===== config.mk =====
export PLATFORM = sky130hd
export DESIGN_NAME = note_rom_arbiter
export DESIGN_NICKNAME = d
export VERILOG_FILES = /design/src/rtl/apu_pkg.sv /design/src/rtl/rr_priority_picker.sv /design/src/rtl/note_rom_arbiter.sv
export SDC_FILE = /design/constraint.sdc
export NUM_CORES = 1
export LEC_CHECK = 0
export CELL_PAD_IN_SITES_DETAIL_PLACEMENT = 1
export CELL_PAD_IN_SITES_GLOBAL_PLACEMENT = 1
export CORE_ASPECT_RATIO = 0.9
export CORE_MARGIN = 2
export CORE_UTILIZATION = 37
export DETAILED_ROUTE_END_ITERATION = 6
export PLACE_DENSITY = 0.79
export SLEW_MARGIN = 20
export SYNTH_ARGS = -nofsm -noshare
export SYNTH_HDL_FRONTEND = slang
export SYNTH_SLANG_ARGS = --single-unit

===== constraint.sdc =====
create_clock -name i_clk -period 3.4 [get_ports i_clk]
set_input_delay 0.34 -clock i_clk [delete_from_list [all_inputs] [get_ports i_clk]]
set_output_delay 0.34 -clock i_clk [all_outputs]
set_load 0.05 [all_outputs]

===== src/rtl/apu_pkg.sv =====
// apu_pkg: shared constants for the APU sequencer blocks.
//   - default geometry of the song-ROM arbiter (channels, note index, word width)
//   - bit positions of the fields inside a 16-bit note word
package apu_pkg;

  localparam int NUM_CH_DEF = 4;
  localparam int ADDR_W_DEF = 5;
  localparam int DATA_W_DEF = 16;

  // Note word layout: [14:11] instrument, [10:6] length, [5:0] note.
  localparam int NOTE_LSB = 0;
  localparam int NOTE_W   = 6;
  localparam int LEN_LSB  = 6;
  localparam int LEN_W    = 5;
  localparam int INST_LSB = 11;
  localparam int INST_W   = 4;

  typedef struct packed {
    logic                  rsvd;
    logic [INST_W-1:0]     instrument;
    logic [LEN_W-1:0]      length;
    logic [NOTE_W-1:0]     note;
  } note_word_t;

endpackage


===== src/rtl/rr_priority_picker.sv =====
// rr_priority_picker: combinational round-robin pick.
//   pend_i    : pending request vector
//   ptr_i     : last-granted channel; search starts at ptr_i+1 (wrapping)
//   gnt_o     : one-hot grant (zero when nothing pending)
//   gnt_id_o  : index of the granted channel
//   gnt_vld_o : a grant was made
module rr_priority_picker #(
  parameter int NUM_CH = 4,
  parameter int CH_W   = 2
) (
  input  logic [NUM_CH-1:0] pend_i,
  input  logic [CH_W-1:0]   ptr_i,
  output logic [NUM_CH-1:0] gnt_o,
  output logic [CH_W-1:0]   gnt_id_o,
  output logic              gnt_vld_o
);

  logic [CH_W-1:0] idx;
  logic            found;

  // NUM_CH is a power of two, so the CH_W-bit add wraps modulo NUM_CH;
  // the last iteration (i == NUM_CH) lands back on ptr_i itself.
  always_comb begin
    gnt_o    = '0;
    gnt_id_o = '0;
    idx      = '0;
    found    = 1'b0;
    for (int i = 1; i <= NUM_CH; i++) begin
      idx = ptr_i + CH_W'(i);
      if (!found && pend_i[idx]) begin
        found      = 1'b1;
        gnt_o[idx] = 1'b1;
        gnt_id_o   = idx;
      end
    end
  end

  assign gnt_vld_o = |pend_i;

endmodule


===== src/rtl/note_rom_arbiter.sv =====
// note_rom_arbiter: shares one song ROM between NUM_CH sequencer channels.
//   i_clk, i_rst   : clock, synchronous active-high reset
//   i_req_stb      : per-channel one-cycle read strobe
//   i_req_addr     : packed per-channel note indices
//   o_rom_en       : ROM read enable
//   o_rom_addr     : {channel id, note index}
//   i_rom_data     : ROM data, one cycle after o_rom_en
//   o_valid        : one-hot per-channel data-valid pulse
//   o_data         : returned note word (held between pulses)
module note_rom_arbiter
  import apu_pkg::*;
#(
  parameter int NUM_CH = NUM_CH_DEF,
  parameter int ADDR_W = ADDR_W_DEF,
  parameter int DATA_W = DATA_W_DEF,
  localparam int CH_W  = $clog2(NUM_CH)
) (
  input  logic                     i_clk,
  input  logic                     i_rst,
  input  logic [NUM_CH-1:0]        i_req_stb,
  input  logic [NUM_CH*ADDR_W-1:0] i_req_addr,
  output logic                     o_rom_en,
  output logic [CH_W+ADDR_W-1:0]   o_rom_addr,
  input  logic [DATA_W-1:0]        i_rom_data,
  output logic [NUM_CH-1:0]        o_valid,
  output logic [DATA_W-1:0]        o_data
);

  localparam logic [NUM_CH-1:0] ONE_CH = {{(NUM_CH-1){1'b0}}, 1'b1};

  logic [NUM_CH-1:0]      pend_q, pend_d;
  logic [ADDR_W-1:0]      addr_q [NUM_CH];
  logic [ADDR_W-1:0]      addr_d [NUM_CH];
  logic [CH_W-1:0]        ptr_q;
  logic                   rom_en_q;
  logic [CH_W+ADDR_W-1:0] rom_addr_q;
  logic                   tag1_vld_q, tag2_vld_q;
  logic [CH_W-1:0]        tag1_q, tag2_q;
  logic [NUM_CH-1:0]      valid_q;
  logic [DATA_W-1:0]      data_q;

  logic [NUM_CH-1:0]      gnt;
  logic [CH_W-1:0]        gnt_id;
  logic                   gnt_vld;

  rr_priority_picker #(
    .NUM_CH (NUM_CH),
    .CH_W   (CH_W)
  ) u_picker (
    .pend_i    (pend_q),
    .ptr_i     (ptr_q),
    .gnt_o     (gnt),
    .gnt_id_o  (gnt_id),
    .gnt_vld_o (gnt_vld)
  );

  // A strobe wins over the grant clear: the granted read uses the old
  // captured address while the channel stays pending with the new one.
  always_comb begin
    pend_d = (pend_q & ~gnt) | i_req_stb;
    for (int k = 0; k < NUM_CH; k++) begin
      addr_d[k] = i_req_stb[k] ? i_req_addr[k*ADDR_W +: ADDR_W] : addr_q[k];
    end
  end

  always_ff @(posedge i_clk) begin
    if (i_rst) begin
      pend_q     <= '0;
      for (int k = 0; k < NUM_CH; k++) addr_q[k] <= '0;
      ptr_q      <= CH_W'(NUM_CH - 1);
      rom_en_q   <= 1'b0;
      rom_addr_q <= '0;
      tag1_vld_q <= 1'b0;
      tag1_q     <= '0;
      tag2_vld_q <= 1'b0;
      tag2_q     <= '0;
      valid_q    <= '0;
      data_q     <= '0;
    end else begin
      pend_q     <= pend_d;
      addr_q     <= addr_d;
      rom_en_q   <= gnt_vld;
      if (gnt_vld) begin
        rom_addr_q <= {gnt_id, addr_q[gnt_id]};
        ptr_q      <= gnt_id;
      end
      // Stage 1 aligns with o_rom_en, stage 2 with i_rom_data.
      tag1_vld_q <= gnt_vld;
      tag1_q     <= gnt_id;
      tag2_vld_q <= tag1_vld_q;
      tag2_q     <= tag1_q;
      valid_q    <= tag2_vld_q ? (ONE_CH << tag2_q) : '0;
      if (tag2_vld_q) data_q <= i_rom_data;
    end
  end

  assign o_rom_en   = rom_en_q;
  assign o_rom_addr = rom_addr_q;
  assign o_valid    = valid_q;
  assign o_data     = data_q;

endmodule


==> results of run 1 <==
==> state kept, by name (all words and copies together) (netlist names) <==
name / cells
o_valid: 4
tag1_q: 2
pend_q: 4
o_rom_addr: 7
addr_q: 20
tag2_vld_q: 1
ptr_q: 2
o_data: 16
tag2_q: 2
tag1_vld_q: 1
==> power by group through the flow <==
stage                     logic [mW]  registers (mW)  clock network (mW)
after floorplan                0.818           0.980                   0
after global placement          1.21           0.870                   0
after detailed placement        1.25           0.875                   0
after CTS                       1.26           0.861               0.597
after global routing            1.38           0.872               0.630
final                           1.26           0.861               0.589
==> cells in the final DEF, fill, tap and decap left out, types with 2 or more instances in the layout <==
master	instances
and3_1	2
o211a_1	5
mux4_2	4
inv_1	3
clkinvlp_4	2
nor4_1	2
and4_1	5
nor2b_1	7
o21ai_0	5
mux2_4	5
buf_4	8
nor3_1	5
clkinv_2	2
dfxtp_1	59
clkbuf_8	11
nor2_1	65
ha_1	8
nand4_1	5
a31oi_1	4
nand2_1	22
mux2i_1	40
a222oi_1	4
clkdlybuf4s50_1	68
nand2b_1	2
a21oi_1	18
==> cells by family after synthesis <==
family / after synthesis / synth area share
mux: 50 / 0.2012
compound gates: 44 / 0.1048
buf+inv: 30 / 0.05368
simple gates: 119 / 0.1934
flops: 59 / 0.4120
fa+ha+maj: 8 / 0.03492
==> routing by layer <==
metal  track usage  routed length, microns  vias up
met4       0.07170                     134        0
met3       0.04815                     268       12
met2        0.3529                    4065       58
met1        0.2308                    3611     1214
li1              -                       -     1208
met5             0                       0        -
==> cell type report <==
cell class	instances	area [sq um]	share of cell area
inverter	4	15.01	0.003979
clock inverter	4	25.02	0.006631
multi-input combinational	221	1531	0.4058
timing repair buffer	77	745.7	0.1976
clock buffer	12	155.1	0.04111
sequential	59	1181	0.3130
tap	96	120.1	0.03183
==> worst max path at each step <==
stage                  start             to  slack [ns]  cells after the start
floorplan           ptr_q[0]  o_rom_addr[0]        0.52                     11
global placement    ptr_q[1]  o_rom_addr[4]        0.69                      8
detailed placement  ptr_q[1]  o_rom_addr[4]        0.62                      8
CTS                 ptr_q[1]  o_rom_addr[2]        0.57                      8
global route        ptr_q[1]  o_rom_addr[2]        0.40                      8
finish              ptr_q[1]  o_rom_addr[2]        0.58                      8
==> per-stage QoR <==
| step | total power [mW] | instances | setup WS, ns | hold WS [ns] | cell area, sq um |
|---|---|---|---|---|---|
| 2_1_floorplan | 1.798 | 310 | 0.5236 | 0.4138 | 2867 |
| 3_3_place_gp | 2.084 | 457 | 0.6893 | 0.4296 | 3593 |
| 3_5_place_dp | 2.121 | 457 | 0.6203 | 0.4516 | 3593 |
| 4_1_cts | 2.719 | 473 | 0.5721 | 0.4676 | 3774 |
| 5_1_grt | 2.878 | 473 | 0.3999 | 0.4746 | 3774 |
| 6_report | 2.715 | 473 | 0.5796 | 0.4668 | 3774 |
==> critical path, delay by kind of cell (launching register included) <==
family / cells / cell delay, ns
simple gates: 1 / 0.15
compound gates: 2 / 0.64
fa+ha+maj: 1 / 0.38
buf+inv: 2 / 0.27
flops: 1 / 0.33
mux: 2 / 0.95
==> metrics.md, run 1 <==
| Metric | Value |
|---|---|
| Worst R2R End | `o_rom_addr[2]` |
| Die X | `96.78 microns` |
| Share of the synthesized area in the top cell type | `0.4120` |
| Final slew viol count | `0` |
| Initial Util | `0.3799` |
| Synthesized area | `0.002866 sq mm` |
| Pint | `1.607 mW` |
| Max VDD drop | `0.4055 mV` |
| CP Data Required Time | `3.63 ns` |
| Drt pass-1 iters | `5` |
| Combinational power share | `0.466` |
| CP Capture Type | `flip-flop` |
| Top-count cell post-synth | `nor2_1` |
| Routed Antenna Nets | `0` |
| Status | `finished clean` |
| Post-DP HPWL | `5.740 mm` |
| List of most frequent post-synthesis cells | `nor2_1, dfxtp_1, mux2i_1, nand2_1, a21oi_1` |
| PwrDens | `719.3 mW/mm^2` |
| Fillers | `879` |
| First-pass GRT wire length | `13.10 mm` |
| Area contributors post-synth | `dfxtp_1, mux2i_1, nor2_1, ha_1, a21oi_1` |
| Worst Max-Slew Pin Slew | `0.9820 ns` |
| Share of power burned in registers | `0.317` |
| Number of nets in the layout | `422` |
| H-tree lvl count | `3` |
| Setup crit start kind | `flip-flop` |
| Initial DRC Count | `73` |
| GRT Total Usage | `0.1964` |
| Hold WC Path Type | `reg -> reg` |
| Initial antenna violation count | `0` |
| Finish-stage setup viols | `0` |
| Ant diodes | `0` |
| Inserted Clock Buffers | `9` |
| Worst hold path depth | `2` |
| Worst R2R Setup Slack | `0.58 ns` |
| Min-delay src | `o_rom_addr[6]` |
| Crit path arrival time | `3.05 ns` |
| CTS tree | `built` |
| Flops & latches, synth | `59` |
| Max Cap Viol | `0` |
| CP Cell Sequence | `inv_1 > ha_1 > mux4_2 > nand2b_1 > buf_4 > a31o_1 > mux2_4 > o211a_1` |
| Clock Skew | `0.007536 ns` |
| Syn_nets | `360` |
| Fin util | `0.5002` |
| Fmax | `0.3546 GHz` |
| RSZ-0062 raised after global routing | `no` |
| WL per Instance | `17.08 microns` |
| Cells after Synth | `310` |
| Crit-path max FO | `11` |
| Die Span Y | `87.50 microns` |
| Register area share after synthesis | `0.4120` |
| Clock share of power | `0.217` |
| Max incr delay on CP | `0.61 ns` |
| Routability cong. | `0.8532` |
| Post-CTS resize count | `0` |
| Final wirelength | `8.079 mm` |
| CORE AREA | `0.007545 sq mm` |
| Via count | `2,492` |
| Syn avg cell area | `9.247 sq um` |
| Setup repair bufs after CTS | `0` |
| Synth Warn # | `0` |
| CTS Buffer Depth | `2` |
| WS Path Type | `reg -> reg` |
| Drc violations | `0` |
| EDFF count, synth | `0` |
| Share of layout cells above drive strength 1 | `0.1008` |
| Largest net degree at the start of global routing | `32` |
| GRT overflow | `0` |
| Tmin final | `2.820 ns` |
| Area delta synth->final | `31.65%` |
| Top-Level Pins | `70` |
| Vias in the first global route | `2,698` |
| Sink Count | `59` |
| IO Port Bufs | `69` |
| Switch share | `0.4079` |
| Post-detailed-route via-to-cell ratio | `5.268` |
| Hold_buf cts | `0` |
| Lkg Pwr | `1.561 nW` |
| Endpoint, Worst Hold | `o_rom_addr[6]` |
| R2R cell count | `8` |
| Area of the die | `0.008468 sq mm` |
| Biggest area consumer among synthesized cells | `dfxtp_1` |
| Rows | `30` |
| Final period util | `0.8295` |
| Root buf cell | `clkbuf_8` |
| Final setup TNS | `0 ns` |
| Post-synthesis cell type count | `38` |
| Clk slew on worst S/H paths | `0.07 ns` |
| Post-synth ARST share | `0` |
| Worst-Skew Late Latency | `0.34 ns` |
| Critical-path cell with the highest stage delay | `mux4_2` |
| Reg2reg start | `ptr_q[1]` |
| Final hold vios | `0` |
| Switching power | `1.107 mW` |
| Top_reg_cell synth | `dfxtp_1` |
| Slew margin rel. | `0.3444` |
Power figures use the tool's default switching activity.
==> inputs of run 2 (changes only) <==
Clock period 3.4 ns to 2.9 ns, I/O delays scaled along.
==> run 2 against run 1 <==
Compared with the run above: sequential power is 16% higher; largest cell class unchanged; register-to-register slack worse by 0.36 ns; largest power group unchanged; critical endpoint is now o_rom_addr[4]; first-iteration DRC count is 47% higher; critical path type unchanged; critical path depth stayed put.
==> metrics.md, run 2 (synthesized netlist as in run 1, its figures left out) <==
| Metric | Value |
|---|---|
| GRT Total Usage | `0.1969 (+0.0005835)` |
| Die Span Y | `87.50 microns (unchanged)` |
| Most flop-heavy register | `addr_q` |
| Routed Antenna Nets | `0 (unchanged)` |
| Combinational power share | `0.452 (-0.014)` |
| Hold WC Path Type | `reg -> reg` |
| Area delta synth->final | `33.92%` |
| Leading cell type in the layout, fill and taps excluded | `clkdlybuf4s50_1` |
| CP Data Required Time | `3.13 ns (-0.50 ns)` |
| Root buf cell | `clkbuf_8` |
| Setup repair bufs after CTS | `0 (unchanged)` |
| Initial Util | `0.3799 (unchanged)` |
| Final hold vios | `0 (unchanged)` |
| Clk slew on worst S/H paths | `0.07 ns (about the same)` |
| Initial antenna violation count | `0 (unchanged)` |
| Final setup TNS | `0 ns (unchanged)` |
| Fmax | `0.3736 GHz (+5.4%)` |
| Max reg flops | `20 (unchanged)` |
| Vias in the first global route | `2,587 (-4.1%)` |
| Largest net degree at the start of global routing | `40 (+25%)` |
| Switching power | `1.313 mW (+19%)` |
| Ant diodes | `0 (unchanged)` |
| Worst-Skew Late Latency | `0.33 ns (about the same)` |
| Crit-path max FO | `11 (unchanged)` |
| Post-detailed-route via-to-cell ratio | `5.240 (-0.54%)` |
| Switch share | `0.3903 (-0.01761)` |
| Max VDD drop | `0.5784 mV (+43%)` |
| Worst Max-Slew Pin Slew | `0.7593 ns (-0.2227 ns)` |
| WS Path Type | `reg -> reg` |
| Setup crit start kind | `flip-flop` |
| First-pass GRT wire length | `13.17 mm (+0.58%)` |
| Top-Level Pins | `70 (unchanged)` |
| Pint | `2.051 mW (+28%)` |
| Lkg Pwr | `1.593 nW (+2.1%)` |
| Area of the die | `0.008468 sq mm (unchanged)` |
| GRT overflow | `0 (unchanged)` |
| Post-CTS resize count | `0 (unchanged)` |
| Slew margin rel. | `0.4938 (+0.1494)` |
| Reg2reg start | `ptr_q[1]` |
| Drt pass-1 iters | `6 (+1)` |
| Finish-stage setup viols | `0 (unchanged)` |
| Final slew viol count | `0 (unchanged)` |
| Routability cong. | `0.8248 (-3.3%)` |
| WL per Instance | `17.03 microns (-0.29%)` |
| Drc violations | `0 (unchanged)` |
| Min-delay src | `tag1_q[1]` |
| Hold_buf cts | `0 (unchanged)` |
| H-tree lvl count | `3 (unchanged)` |
| Die X | `96.78 microns (unchanged)` |
| Fin util | `0.5088 (+0.008623)` |
| Via count | `2,489 (-0.12%)` |
| Final period util | `0.9231 (+0.09356)` |
| Status | `finished clean` |
| RSZ-0062 raised after global routing | `no` |
| CORE AREA | `0.007545 sq mm (unchanged)` |
| Inserted Clock Buffers | `9 (unchanged)` |
| Clock Skew | `0.006483 ns (-0.001054 ns)` |
| Initial DRC Count | `107 (+47%)` |
| CP Capture Type | `flip-flop` |
| CTS Buffer Depth | `2 (unchanged)` |
| CTS tree | `built` |
| PwrDens | `876.4 mW/mm^2 (+22%)` |
| Share of layout cells above drive strength 1 | `0.1135 (+0.01266)` |
| Crit path arrival time | `2.90 ns (-0.15 ns)` |
| Placed insts | `459 (+0.44%)` |
| Clock share of power | `0.250 (+0.033)` |
| Most frequent cells in the layout | `clkdlybuf4s50_1, nor2_1, dfxtp_1, mux2i_1, nand2_1` |
| Sink Count | `59 (unchanged)` |
| Layout Cells excl Fill | `475 (+0.42%)` |
| Critical Path Source | `ptr_q[1]` |
| Max Cap Viol | `0 (unchanged)` |
| Rows | `30 (unchanged)` |
| Post-DP HPWL | `5.703 mm (-0.65%)` |
| Number of nets in the layout | `424 (+0.47%)` |
| Share of power burned in registers | `0.298 (-0.019)` |
| IO Port Bufs | `69 (unchanged)` |
| Final wirelength | `8.090 mm (+0.14%)` |
| Tmin final | `2.677 ns (-0.1434 ns)` |
-- run 2: cell count changes in the layout (fill, tap and decap cells not counted), sizes merged --
cell,before,now
buf,9,11
clkbuf,12,10
bufinv,0,2
-- run 2: stage by stage --
stage	hold WS [ns]	cell area (sq um)	worst slack [ns]	total power [mW]
finish	0.4491	3839	0.2231	3.364
global route	0.4591	3839	0.06883	3.569
CTS	0.4569	3835	0.08192	3.375
detailed placement	0.4283	3608	0.1060	2.514
global placement	0.4257	3608	0.2433	2.448
floorplan	0.4138	2867	0.02356	2.108
-- run 2: power by group through the flow --
stage | sequential [mW] | combinational (mW) | clock [mW]
CTS | 1.00 | 1.51 | 0.858
detailed placement | 1.02 | 1.50 | 0
global placement | 1.01 | 1.44 | 0
floorplan | 1.15 | 0.959 | 0
finish | 1.00 | 1.52 | 0.841
global route | 1.02 | 1.65 | 0.898
-- run 2: critical path, stage by stage, from the launching register on --
cell	delay, ns
dfxtp_1	0.33
inv_1	0.11
ha_1	0.37
mux4_2	0.60
nand2b_1	0.13
buf_4	0.17
a31o_2	0.34
mux2_4	0.33
o211a_1	0.20
-- run 2: final cells by class --
class                   count  area (sq um)
flip-flops and latches     59          1181
fillers                   870          3706
inverters                   4         15.01
multi-input cells         221          1535
repair buffers             79         760.7
clock buffers              10         137.6
well taps                  96         120.1
clock inverters             6         88.84
-- run 2: worst paths after layout --
kind / endpoint / slack (ns) / cells past startpoint
worst min register to register: tag2_q[1] / 0.45 / 1
worst max register to register: o_rom_addr[4] / 0.22 / 8
worst max-delay path: o_rom_addr[4] / 0.22 / 8
worst min-delay path: tag2_q[1] / 0.45 / 1
-- run 2: metal layers --
metal | track usage | wire, microns | vias up
met1 | 0.2454 | 3549 | 1202
li1 | - | - | 1220
met3 | 0.04575 | 312 | 5
met4 | 0.04994 | 52 | 0
met2 | 0.3491 | 4175 | 62
met5 | 0 | 0 | -
==> RTL edit 1 (flow settings as in run 1) <==
Register the inputs `i_req_stb`, `i_req_addr` and `i_rom_data` before use, with the module's reset. The logic sees them one clock later. Comments in the files are not updated.
--- a/src/rtl/note_rom_arbiter.sv
+++ b/src/rtl/note_rom_arbiter.sv
@@ -30,2 +30,18 @@
 
+  logic [NUM_CH-1:0] i_req_stb_q;
+  logic [NUM_CH*ADDR_W-1:0] i_req_addr_q;
+  logic [DATA_W-1:0] i_rom_data_q;
+
+  always_ff @(posedge i_clk) begin
+    if (i_rst) begin
+      i_req_stb_q  <= '0;
+      i_req_addr_q <= '0;
+      i_rom_data_q <= '0;
+    end else begin
+      i_req_stb_q  <= i_req_stb;
+      i_req_addr_q <= i_req_addr;
+      i_rom_data_q <= i_rom_data;
+    end
+  end
+
   logic [NUM_CH-1:0]      pend_q, pend_d;
@@ -59,5 +75,5 @@
   always_comb begin
-    pend_d = (pend_q & ~gnt) | i_req_stb;
+    pend_d = (pend_q & ~gnt) | i_req_stb_q;
     for (int k = 0; k < NUM_CH; k++) begin
-      addr_d[k] = i_req_stb[k] ? i_req_addr[k*ADDR_W +: ADDR_W] : addr_q[k];
+      addr_d[k] = i_req_stb_q[k] ? i_req_addr_q[k*ADDR_W +: ADDR_W] : addr_q[k];
     end
@@ -92,3 +108,3 @@
       valid_q    <= tag2_vld_q ? (ONE_CH << tag2_q) : '0;
-      if (tag2_vld_q) data_q <= i_rom_data;
+      if (tag2_vld_q) data_q <= i_rom_data_q;
     end
Function: changed (Yosys sat finds a counterexample within 4 cycles, from zero or initial values and one cycle with i_rst high).
==> RTL edit 1 against run 1 <==
Wire length grew 12%. Clock power grew 63%. Count of clock-buffer cells in the layout shrank 1. Non-clock buffer count shrank 1. Die area grew 35%. Total power grew 29%. Cell area grew 32%. Synthesized area grew 37%. Setup slack lost 0.34 ns. Sequential cell count grew 40. Critical endpoint unchanged. Largest cell class is now flip-flops and latches. Highest routed layer unchanged.
==> RTL edit 1: results (changes against run 1) <==
* Final RePlAce weighted congestion: 0.789 (-7.5%)
- Worst-margin pin slew: 1.04 ns (+0.0546 ns)
* Cell type group with the largest total delay on the critical path: compound AO/OA/AOI/OAI gates
- The register-to-register setup slack is 0.23 ns (-0.34 ns).
* HPWL after DPL: 6300 um (+9.7%)
- Largest cells by area after synthesis: sky130_fd_sc_hd__dfxtp_1, sky130_fd_sc_hd__mux2i_1, sky130_fd_sc_hd__nor2b_1
- Wire length of the first global-routing pass: 14,900 um (+13%)
* Outcome: finished clean
* Number of design-rule violations left by the first detailed-router iteration: 113 (+55%)
* Share of Yosys cell area claimed by the top area cell type: 50.5% (+9.3 points)
- The number of distinct library cells after synthesis was 40 (+5.3%).
* Number of global-route vias before repair: 2,964 (+9.9%)
- Length in cells of the worst reg-to-reg path: 7 (-1)
* Min-delay src: tag1_q[0]
* Avg WL per Cell: 15.7 um (-8.0%)
- Fill cell instance count of the final layout: 1,152 (+31%)
- The worst-case vdd ir drop came to 0.000346 V (-15%).
* Worst hold path cell count: 1 (-1)
- Timing startpoint of the critical path: ptr_q[0]
* Delay of the slowest critical-path stage: 0.68 ns (+0.07 ns)
- The final wirelength is 9050 um (+12%).
- Most instantiated cells after synthesis: sky130_fd_sc_hd__dfxtp_1, sky130_fd_sc_hd__nor2_1, sky130_fd_sc_hd__mux2i_1
* Net count after synthesis: 437 (+21%)
* Static Leakage: 0.00190 uW (+22%)
- The largest net degree at the start of global routing came to 62 (+94%).
- Overall fraction of global-route tracks in use: 16.6% (-3.0 points)
- Clk Tree Root Cell: sky130_fd_sc_hd__clkbuf_16
- Layout Nets: 493 (+17%)
- The data arrival time at the worst-slack endpoint is 3.39 ns (+0.34 ns).
- The total placed cells including tap cells was 561 (+23%).
- The largest clock skew in the final design was 0.00749 ns (-0.0000414 ns).
- Fraction of final layout cells with drive strength greater than 1: 8.50% (-1.6 points)
- The top fanout value on the critical path came to 36 (+25).
- The worst hold slack is 0.437 ns (-0.0303 ns).
- The overflow left after global routing is 0 (unchanged).
-- RTL edit 1: worst paths after layout --
path	to
setup reg to reg	o_rom_addr[2]
setup / recovery	o_rom_addr[2]
hold / removal	tag2_q[0]
hold reg to reg	tag2_q[0]
-- RTL edit 1: cells by family (layout without fill, tap and decap cells) --
family	count (synthesis)	after routing	share of synthesized area (%)
buf+inv	34	94	4.02
fa+ha+maj	8	8	2.55
mux	52	52	14.2
simple gates	147	147	19.6
flops	99	99	50.5
compound gates	47	47	9.03
-- RTL edit 1: cell type report --
type	count	area, um^2	area share [%]
flip-flops and latches	99	1980	39.9
clock inverters	4	36.3	0.730
repair buffers	76	751	15.1
clock buffers	11	243	4.89
well taps	129	161	3.25
multi-input cells	254	1780	35.9
inverters	3	11.3	0.227
-- RTL edit 1: layer usage --
metal	track usage, %	routed length, um
met1	21.3	4160
met2	27.3	4330
met3	4.55	415
met4	5.72	149
met5	0	0
-- RTL edit 1: per-stage QoR --
stage / setup WS [ns] / instance area, um^2
floorplan: 0.216 / 3920
global placement: 0.494 / 4690
detailed placement: 0.231 / 4690
CTS: 0.229 / 4970
global route: 0.0213 / 4970
finish: 0.235 / 4970
-- RTL edit 1: where the power goes --
part,switching (uW),internal (uW),leakage (uW)
registers,87.6,1260,0.000815
clock network,443,520,0.000134
logic,697,482,0.000950
total,1230,2260,0.00190
==> RTL edit 2 (flow settings as in run 1) <==
Without the edit above. The package constant `DATA_W_DEF` goes from 16 to 18.
--- a/src/rtl/apu_pkg.sv
+++ b/src/rtl/apu_pkg.sv
@@ -7,3 +7,3 @@
   localparam int ADDR_W_DEF = 5;
-  localparam int DATA_W_DEF = 16;
+  localparam int DATA_W_DEF = 18;
 
Ports: changed (resized i_rom_data and o_data); port bits go from 70 to 74. No check against the original RTL was run, so the function may have changed too.
==> RTL edit 2 against run 1 <==
Final cell count is 5.3% lower. Setup slack better by 0.21 ns. Sequential share of layout area is 1.3 points higher. Sequential power is 3.3% higher. Worst hold slack worse by 0.085 ns. Non-clock buffer count is 1 higher. Sequential cell count is 2 higher. Total power is 6.9% lower. Cell area is 0.80% lower. Synthesized area is 3.1% lower. Wire length is 5.1% lower. Core utilization is 2.4 points higher. Synthesized cell count is 8.4% lower. Critical path type unchanged. Critical endpoint is now o_rom_addr[4].
==> RTL edit 2: results (changes against run 1) <==
- The flow ran to the end, and the final reports show no timing, DRC or antenna violations.
* Port Buffers: 73 (+5.8%)
- Layout Nets: 402 (-4.7%)
- The largest net degree at the start of global routing was 39 (+22%).
- The path class of the tightest hold or removal check is input port to register.
- Largest cells by area after synthesis: sky130_fd_sc_hd__dfxtp_1, sky130_fd_sc_hd__mux2i_1, sky130_fd_sc_hd__nor2_1
* Overall fraction of global-route tracks in use: 19.6% (-0.071 points)
* Clock latency reported for the late side of the worst-skew pair: 0.34 ns (about the same)
- Min-delay src: i_rst
- The sequential share of the synthesized area is 43.9% (+2.7 points).
- Setup slack of the worst register-to-register path: 0.79 ns (+0.21 ns)
- The count of TritonRoute iterations in the first routing pass was 4 (-1).
* Met1 wire length: 3310 um (-8.3%)
- Share of the clock period used by the worst path: 76.8% (-6.1 points)
- The wire length on met2 is 3880 um (-4.7%).
- Drt total wl: 7660 um (-5.1%)
- The leakage component of the power is 0.00156 uW (+0.15%).
- Final RePlAce weighted congestion: 0.809 (-5.1%)
- The worst-case vdd ir drop came to 0.000363 V (-11%).
- The top fanout value on the critical path is 8 (-3).
- Post-Route Skew: 0.0118 ns (+0.00429 ns)
* Routed length on met3: 371 um (+38%)
- HPWL after DPL: 5610 um (-2.2%)
- Number of different library cells in the post-synthesis netlist: 37 (-2.6%)
- The data arrival time at the worst-slack endpoint is 2.85 ns (-0.20 ns).
- The worst-case headroom to the max-slew limit came to 26.7% (-7.7 points).
- Most instantiated cells after synthesis: sky130_fd_sc_hd__dfxtp_1, sky130_fd_sc_hd__nor2_1, sky130_fd_sc_hd__mux2i_1
- Net count after synthesis: 336 (-6.7%)
- The first-pass GRT wire length is 12,200 um (-6.8%).
- The share of layout cells above drive strength 1 is 11.5% (+1.5 points).
- The count of warnings emitted by yosys is 0 (unchanged).
- The total vias in the final route came to 2,280 (-8.5%).
[RTL edit 2: changes by cell type after synthesis, sizes merged, moves of 4 or more]
cell    change
o211a       -5
a21o        +5
a222oi      -4
nand4       -5
mux2i       +4
and4        -5
a21oi       -8
nor3        -5
nor2       -15
a31oi       -4
o31ai       +5
a221oi      +5
[RTL edit 2: path summary, 6_finish.rpt]
path / endpoint / cells after the start
max: o_rom_addr[4] / 8
min: addr_q[1] / 2
max reg2reg: o_rom_addr[4] / 8
min reg2reg: o_valid[2] / 1
[RTL edit 2: routing by layer]
layer	vias to the layer above	global-route usage [%]
li1	1112	-
met1	1103	23.5
met2	55	33.4
met3	10	5.65
met4	0	6.59
met5	-	0
[RTL edit 2: stage by stage]
stage                     area (um^2)  std cells  hold WS, ns
after global placement           3550        432        0.434
final                            3740        448        0.382
after CTS                        3740        448        0.370
after detailed placement         3550        432        0.458
after global routing             3740        448        0.378
after floorplan                  2780        284        0.414
[RTL edit 2: area by class of cell]
cell class,count,area [um^2]
inverters,5,18.8
clock inverters,7,72.6
flip-flops and latches,61,1220
multi-input cells,195,1430
clock buffers,9,124
well taps,93,116
fillers,794,3400
repair buffers,78,763
[RTL edit 2: worst max-delay path, stage by stage, from the launching register on]
cell and delay, ns:
sky130_fd_sc_hd__dfxtp_1 0.33, sky130_fd_sc_hd__inv_1 0.11, sky130_fd_sc_hd__ha_1 0.49, sky130_fd_sc_hd__mux4_2 0.58, sky130_fd_sc_hd__nand2b_4 0.11, sky130_fd_sc_hd__a21oi_1 0.04
sky130_fd_sc_hd__o31a_2 0.41, sky130_fd_sc_hd__nor2b_1 0.24, sky130_fd_sc_hd__a21o_1 0.20
[RTL edit 2: where the power goes]
part	leakage [uW]	total [uW]	internal [uW]	switching (uW)
logic	0.000965	993	425	568
registers	0.000502	889	804	85.0
clock network	0.0000960	644	340	304
total	0.00156	2530	1570	956
[RTL edit 2: kinds of logic after synthesis]
kind of cell	share of synthesized area, %
DFF	43.9
AOI/OAI and AO/OA	9.82
adders and majority gates	3.60
and+or+nand+nor	15.8
muxes	22.2
buffers and inverters	4.68
